File: config.mk
export PLATFORM = sky130hd
export DESIGN_NAME = minimicro_ctrl_fsm
export DESIGN_NICKNAME = d
export VERILOG_FILES = /design/src/rtl/minimicro_ctrl_fsm.sv
export SDC_FILE = /design/constraint.sdc
export NUM_CORES = 1
export LEC_CHECK = 0
export CAP_MARGIN = 40
export CORE_ASPECT_RATIO = 1.75
export CORE_MARGIN = 5
export CORE_UTILIZATION = 38
export DETAILED_ROUTE_END_ITERATION = 8
export GPL_TIMING_DRIVEN = 0
export PLACE_DENSITY = 0.76
export SYNTH_ARGS = -nofsm -noshare
export SYNTH_HDL_FRONTEND = slang
export SYNTH_SLANG_ARGS = --single-unit
File: constraint.sdc
create_clock -name clk -period 1.9 [get_ports clk]
set_input_delay 0.475 -clock clk [delete_from_list [all_inputs] [get_ports clk]]
set_output_delay 0.475 -clock clk [all_outputs]
set_load 0.01 [all_outputs]
File: src/rtl/minimicro_ctrl_fsm.sv
// Multi-cycle control unit for the minimicro 16-bit core: PC, IR, Z/N flags and datapath strobes.
// Optional MINIMICRO_ILLEGAL_TRAP_EN: undefined opcodes trap into a sticky HALT state instead of acting as NOPs.
module minimicro_ctrl_fsm #(
    parameter int unsigned DATA_WIDTH    = 16,
    parameter int unsigned PC_WIDTH      = 8,
    parameter int unsigned DM_ADDR_WIDTH = 8
) (
    input  logic                     clk,
    input  logic                     rst_n,
    input  logic                     run,
    output logic [PC_WIDTH-1:0]      imem_addr,
    input  logic [DATA_WIDTH-1:0]    imem_rdata,
    output logic [1:0]               alu_op,
    input  logic [DATA_WIDTH-1:0]    alu_result,
    output logic [3:0]               rf_raddr_a,
    output logic [3:0]               rf_raddr_b,
    output logic                     rf_we,
    output logic [3:0]               rf_waddr,
    output logic                     rf_wsel,
    output logic [DM_ADDR_WIDTH-1:0] dm_addr,
    output logic                     dm_re,
    output logic                     dm_we,
    output logic                     flag_z,
    output logic                     flag_n,
    output logic                     halt
);

    localparam logic [3:0] OP_ADD = 4'h0;
    localparam logic [3:0] OP_SUB = 4'h1;
    localparam logic [3:0] OP_AND = 4'h2;
    localparam logic [3:0] OP_OR  = 4'h3;
    localparam logic [3:0] OP_CMP = 4'h4;
    localparam logic [3:0] OP_LDR = 4'h6;
    localparam logic [3:0] OP_STR = 4'h7;
    localparam logic [3:0] OP_BR  = 4'h8;

    localparam logic [3:0] COND_EQ = 4'h0;
    localparam logic [3:0] COND_MI = 4'h5;
    localparam logic [3:0] COND_AL = 4'hF;

    localparam logic [1:0] ALU_ADD = 2'b00;
    localparam logic [1:0] ALU_SUB = 2'b01;
    localparam logic [1:0] ALU_AND = 2'b10;
    localparam logic [1:0] ALU_OR  = 2'b11;

    typedef enum logic [2:0] {
        S_FETCH,
        S_DECODE,
        S_EXEC,
        S_MEM,
        S_WB
`ifdef MINIMICRO_ILLEGAL_TRAP_EN
        , S_HALT
`endif
    } state_t;

    state_t                  state_q;
    state_t                  state_d;
    logic [PC_WIDTH-1:0]     pc_q;
    logic [DATA_WIDTH-1:0]   ir_q;
    logic [3:0]              op;
    logic [3:0]              fa;
    logic [3:0]              fb;
    logic [3:0]              fc;
    logic [7:0]              imm8;
    logic                    is_alu;
    logic                    branch_taken;

    assign op        = ir_q[15:12];
    assign fa        = ir_q[11:8];
    assign fb        = ir_q[7:4];
    assign fc        = ir_q[3:0];
    assign imm8      = ir_q[7:0];
    assign is_alu    = op inside {OP_ADD, OP_SUB, OP_AND, OP_OR};
    assign imem_addr = pc_q;

    // Next state and Moore outputs; strobes are qualified by rst_n so reset kills a pending write.
    always_comb begin
        state_d      = state_q;
        alu_op       = ALU_ADD;
        rf_raddr_a   = fb;
        rf_raddr_b   = fc;
        rf_waddr     = fa;
        rf_wsel      = (op == OP_LDR);
        dm_addr      = DM_ADDR_WIDTH'(imm8);
        rf_we        = 1'b0;
        dm_re        = 1'b0;
        dm_we        = 1'b0;
        branch_taken = 1'b0;

        case (op)
            OP_SUB:  alu_op = ALU_SUB;
            OP_AND:  alu_op = ALU_AND;
            OP_OR:   alu_op = ALU_OR;
            OP_CMP:  alu_op = ALU_SUB;
            default: alu_op = ALU_ADD;
        endcase

        case (state_q)
            S_FETCH: begin
                if (run) state_d = S_DECODE;
            end
            S_DECODE: begin
                if (is_alu || op == OP_CMP || op == OP_BR) begin
                    state_d = S_EXEC;
                end else if (op == OP_LDR || op == OP_STR) begin
                    state_d = S_MEM;
                end else begin
`ifdef MINIMICRO_ILLEGAL_TRAP_EN
                    state_d = S_HALT;
`else
                    state_d = S_FETCH;
`endif
                end
            end
            S_EXEC: begin
                if (op == OP_BR) begin
                    branch_taken = (fa == COND_AL) ||
                                   (fa == COND_EQ && flag_z) ||
                                   (fa == COND_MI && flag_n);
                end
                state_d = is_alu ? S_WB : S_FETCH;
            end
            S_MEM: begin
                if (op == OP_LDR) begin
                    dm_re   = rst_n;
                    state_d = S_WB;
                end else begin
                    rf_raddr_b = fa;
                    dm_we      = rst_n;
                    state_d    = S_FETCH;
                end
            end
            S_WB: begin
                rf_we   = rst_n;
                state_d = S_FETCH;
            end
`ifdef MINIMICRO_ILLEGAL_TRAP_EN
            S_HALT: state_d = S_HALT;
`endif
            default: state_d = S_FETCH;
        endcase
    end

    // State, PC, IR and flag registers.
    always_ff @(posedge clk) begin
        if (!rst_n) begin
            state_q <= S_FETCH;
            pc_q    <= '0;
            ir_q    <= '0;
            flag_z  <= 1'b0;
            flag_n  <= 1'b0;
        end else begin
            state_q <= state_d;
            if (state_q == S_FETCH && run) begin
                ir_q <= imem_rdata;
                pc_q <= pc_q + PC_WIDTH'(1);
            end
            if (state_q == S_EXEC && (is_alu || op == OP_CMP)) begin
                flag_z <= (alu_result == '0);
                flag_n <= alu_result[DATA_WIDTH-1];
            end
            if (branch_taken) pc_q <= PC_WIDTH'(imm8);
        end
    end

`ifdef MINIMICRO_ILLEGAL_TRAP_EN
    // Sticky trap indication; only reset leaves HALT.
    always_ff @(posedge clk) begin
        if (!rst_n) halt <= 1'b0;
        else        halt <= (state_d == S_HALT);
    end
`else
    assign halt = 1'b0;
`endif

endmodule

Word-level counts from Yosys, hierarchy flattened --
Index checks and enable logic that the tools add are counted.
Cells by class: add/subtract/negate cells 1, eq/ne operators 14, muxes and demuxes 18, reductions and logical operators 16
Operator list (number):
- == test 4 x 3 -> 1 bit (second input constant) | 4
- logical NOT 16 bit | 1
- 2-to-1 mux 8 bit | 2
- case mux 3 bit (4 select lines) | 1
- 2-to-1 mux 3 bit | 3
- adder 8 x 1 -> 8 bit (second input constant) | 1
- == test 4 x 2 -> 1 bit (second input constant) | 2
- == test 4 bit (second input constant) | 2
- logical NOT 4 bit | 2
- 2-to-1 mux 4 bit | 2
- 2-to-1 mux 1 bit | 7
- == test 3 x 2 -> 1 bit (second input constant) | 2
- case mux 2 bit (3 select lines) | 1
- logical OR 1 bit | 5
- == test 4 x 1 -> 1 bit (second input constant) | 1
- logical AND 1 bit | 4
- 2-to-1 mux 2 bit | 2
- nonzero test 4 bit | 1
- == test 3 x 1 -> 1 bit (second input constant) | 1
- == test 3 bit (second input constant) | 1
- logical NOT 3 bit | 1
- != test 2 bit (second input constant) | 1
- nonzero test 2 bit | 1
- OR reduction 2 bit | 1
Word-level totals: flip-flop bits (word level) 29, bits of input ports 35, output and inout bits 37, word-level logic and storage cells 54

Logic depth before layout (Yosys ltp) --
word-level depth 7, depth in mapped cells 7, mapped depth without buffers 5

Worst setup path before layout --
No wires, ideal clock.
kind register to register, start register state_q[0], end register pc_q[6], in the netlist imem_addr[6], arrival time 1728 ps, data required time 1841 ps, path slack 113 ps, stages on the path, launching flop included 7, buffers on the path 2, period minus slack after synthesis 1787 ps, cell sequence dfxtp_1 > buf_6 > or4b_4 > buf_6 > or4_1 > nand2_1 > o31a_1
Between the ends: longest elaborated chain between the ends 3, elaborated cells on any way between the ends 6
RTL lines:
- from (decl) | line 57 | state_t state_q;
- from (signal assigned) | line 154 | state_q <= state_d;
- == test 3 x 2 -> 1 bit / logical NOT 3 bit (equally long branches) | line 99, 155
- 2-to-1 mux 1 bit / logical AND 1 bit (equally long branches) | line 99, 155
- 2-to-1 mux 8 bit / nonzero test 2 bit (equally long branches)
- to (signal assigned) | line 157 | pc_q <= pc_q + PC_WIDTH'(1);
- to (signal assigned) | line 163 | if (branch_taken) pc_q <= PC_WIDTH'(imm8);
- to (decl) | line 59 | logic [PC_WIDTH-1:0] pc_q;
Parallel ways exist; a longest one is shown, timed or not. A chain may end at the register's enable or synchronous reset.

Worst setup path in the final report --
start register state_q[2], end output rf_raddr_b[0]
Between the ends: longest elaborated chain between the ends 2
RTL lines:
- == test 3 x 2 -> 1 bit | line 99 | case (state_q)
- 2-to-1 mux 4 bit | line 99
- to (decl) | line 16 | output logic [3:0] rf_raddr_b,
No other way between the ends.

==> flow_metrics.tcl <==
set metrics [dict create \
    vdd_drop_max_v 0.0006599 \
    antenna_left 0 \
    reg2reg_depth 6 \
    die_x_um 60.66 \
    area_growth_pct 68.77 \
    cap_violations 0 \
    postRouteWirelength_mm 5.674 \
    cp_num_buf_inv 2 \
    stdcell_area_um2 2880 \
    ys.flop_type "dfxtp_1" \
    post_dp_cell_area_um2 2471 \
    dp_slack_ns -0.7565 \
    grt_util_all_layers 0.1972 \
    grt_max_degree 11 \
    synth_cell_types 41 \
    worstPathArrival_ns 1.62 \
    r2r-start "state_q[2]$_SDFFE_PN0P_" \
    rows 32 \
    vias 1872 \
    fin_nets 347 \
    rsz0062_at_grt "yes" \
    finClkSkew_ns 0.01006 \
    power_density_nw_per_um2 602.6 \
    antenna_found_initial 0 \
    dp_cells 335 \
    cpMostUsedCell "buf_6" \
    clock_latency_ns 0.28 \
    syn_area_um2 1707 \
    synth.yosys.seq_area_share 0.3402 \
    rr_endpoint "imem_addr[5]$_SDFFE_PN0P_" \
    cts_tree "built" \
    finalCriticalPeriod_ns 2.100 \
    worstHoldStart "flag_z$_SDFFE_PN0P_" \
    hpwl_mm 3.905 \
    gp_congestion 0.8571 \
    holdBufCountCts 0 \
    h-tree-depth 2 \
    drive_gt1_frac 0.2756 \
    layout_commonest_cell "clkdlybuf4s50_1" \
    cts_buffers 5 \
    critPathMaxFanout 5 \
    initial_core_util 0.3875 \
    crit_required_ns 1.42 \
    p_leak_nw 1.208 \
    die-area_um2 5984 \
    status "finished, violations left" \
    grt_pass1_vias 1959 \
    fmax_mhz 476.3 \
    drt_iter0_markers 64 \
    routedWlPerCell_um 15.63 \
    chipHeight_um 98.66 \
    cp_slowest_stage_delay_ns 0.35 \
    finalHoldViolCount 0 \
    critPathCaptureType "output pin" \
    crit_path_cell_trace "nand3b_1 > nor2_4 > buf_6 > mux2_4 > buf_6" \
    overflow 0 \
    synth_fp_nets 250 \
    synth_edf_count 0 \
    setup_violations 5 \
    core-area_um2 4404 \
    instances_no_fill 363 \
    cpMaxStageDelayCell "dfxtp_4" \
    crit_family "simple AND/OR/NAND/NOR gates" \
    clk_path_buf_depth 2 \
    synth_warnings 0 \
    antennaDiodeCount 0 \
    clk_transition_reported_paths_ns 0.07 \
    path_class "reg -> out" \
    num_io_pins 72 \
    maxSlewViolCount 0 \
    syn_inst 214 \
    grt_pass1_wl_mm 9.121 \
    viasPerCell 5.157 \
    regToRegSetupSlack_ns 0.03 \
    violations "setup timing" \
    firstDrtPassIters 4 \
    worst_slack_ns -0.1996 \
    start_kind "register" \
    syn_area_per_cell_um2 7.975 \
    finalCritPeriodShare 1.105 \
    worstHoldEndpoint "flag_z$_SDFFE_PN0P_" \
    drc 0 \
    port_buffers 70 \
    cts-root-buf "clkbuf_8" \
    holdPathStages 2 \
    mostFrequentLayoutCells "clkdlybuf4s50_1, nand2_1, buf_4, dfxtp_1, a21boi_0" \
    async_flop_share 0 \
    cts_sinks 29 \
    synth_seq_cells 29 \
    min_path_type "reg -> reg" \
]
where the power goes:
part | switching, mW | internal [mW] | total, mW
clock | 0.237 | 0.427 | 0.664
sequential | 0.0394 | 0.638 | 0.677
combinational | 0.148 | 0.246 | 0.395
total | 0.424 | 1.31 | 1.74
repair_timing:
item                       in CTS  in global routing
resized for setup              77                 11
cloned                          1                  0
setup endpoints to repair      35                 23
buffers inserted               14                  6
pin swaps                      10                  9
routing by layer:
| metal | global-route usage | routed length [µm] |
|---|---|---|
| met1 | 0.2138 | 2051 |
| met4 | 0.09182 | 135 |
| met3 | 0.03801 | 273 |
| met5 | 0 | 0 |
| met2 | 0.3495 | 3213 |
state kept, by name (all words and copies together), names as in the netlist:
register	count
flag_n	1
ir_q	16
state_q	3
imem_addr	8
flag_z	1
cell families (layout without fill, tap and decap cells):
| logic type | after synthesis | in the layout | synth area share |
|---|---|---|---|
| AOI/OAI and AO/OA | 43 | 43 | 0.1811 |
| DFF | 29 | 29 | 0.3402 |
| buffers and inverters | 32 | 130 | 0.1188 |
| adders and majority gates | 1 | 1 | 0.007330 |
| other | 1 | 1 | 0.002197 |
| and+or+nand+nor | 100 | 100 | 0.3006 |
| muxes | 8 | 8 | 0.04985 |
area by class of cell:
| type | count | area [µm²] |
|---|---|---|
| well taps | 51 | 63.81 |
| clock inverters | 1 | 30.03 |
| fillers | 392 | 1524 |
| multi-input cells | 153 | 988.4 |
| inverters | 4 | 15.01 |
| plain buffers | 27 | 231.5 |
| clock buffers | 7 | 86.33 |
| flip-flops and latches | 29 | 599.3 |
| repair buffers | 91 | 865.8 |
tightest hold or removal path: stages (launching register included):
cell	delay, ns
dfxtp_1	0.32
nand2_1	0.05
a21boi_0	0.06
stage by stage:
step | hold WS, ns | TNS, ns | total power [mW] | util
after floorplan | 0.4623 | 0 | 0.8411 | -
after global placement | 0.4750 | -16.15 | 1.018 | 0.5611
after detailed placement | 0.4761 | -17.48 | 1.025 | 0.5611
after CTS | 0.4867 | -0.6946 | 1.730 | 0.6412
after global routing | 0.5093 | -0.9542 | 1.799 | 0.6540
final | 0.4870 | -0.7430 | 1.736 | 0.6540
worst max-delay path by stage:
stage                             from                         to  slack (ns)  cells past startpoint
2_1_floorplan  state_q[0]$_SDFFE_PN0P_  imem_addr[6]$_SDFFE_PN0P_        0.11                      6
3_3_place_gp                     rst_n                      dm_re       -0.73                      4
3_5_place_dp                       run      ir_q[13]$_SDFFE_PN0P_       -0.76                      6
4_1_cts        state_q[2]$_SDFFE_PN0P_              rf_raddr_b[3]       -0.19                      5
5_1_grt        state_q[2]$_SDFFE_PN0P_              rf_raddr_b[0]       -0.23                      5
6_report       state_q[2]$_SDFFE_PN0P_              rf_raddr_b[0]       -0.20                      5
cell usage after synthesis, drive strengths merged (3+ instances only):
library cell / instances / area (µm²)
mux2i: 4 / 40.04
dfxtp: 29 / 580.6
o31a: 6 / 52.55
nor4: 4 / 25.02
a21oi: 8 / 40.04
o21ai: 3 / 15.01
o211ai: 4 / 30.03
nor3: 3 / 15.01
buf: 22 / 165.2
inv: 4 / 15.01
clkbuf: 6 / 22.52
a21boi: 17 / 127.6
nand2: 49 / 183.9
nand3b: 3 / 22.52
nand3: 5 / 25.02
and3: 8 / 50.05
or4: 3 / 22.52
and2: 3 / 18.77
mux2: 4 / 45.04
nor2: 6 / 22.52
No activity file was read; power rests on OpenSTA's default activity.
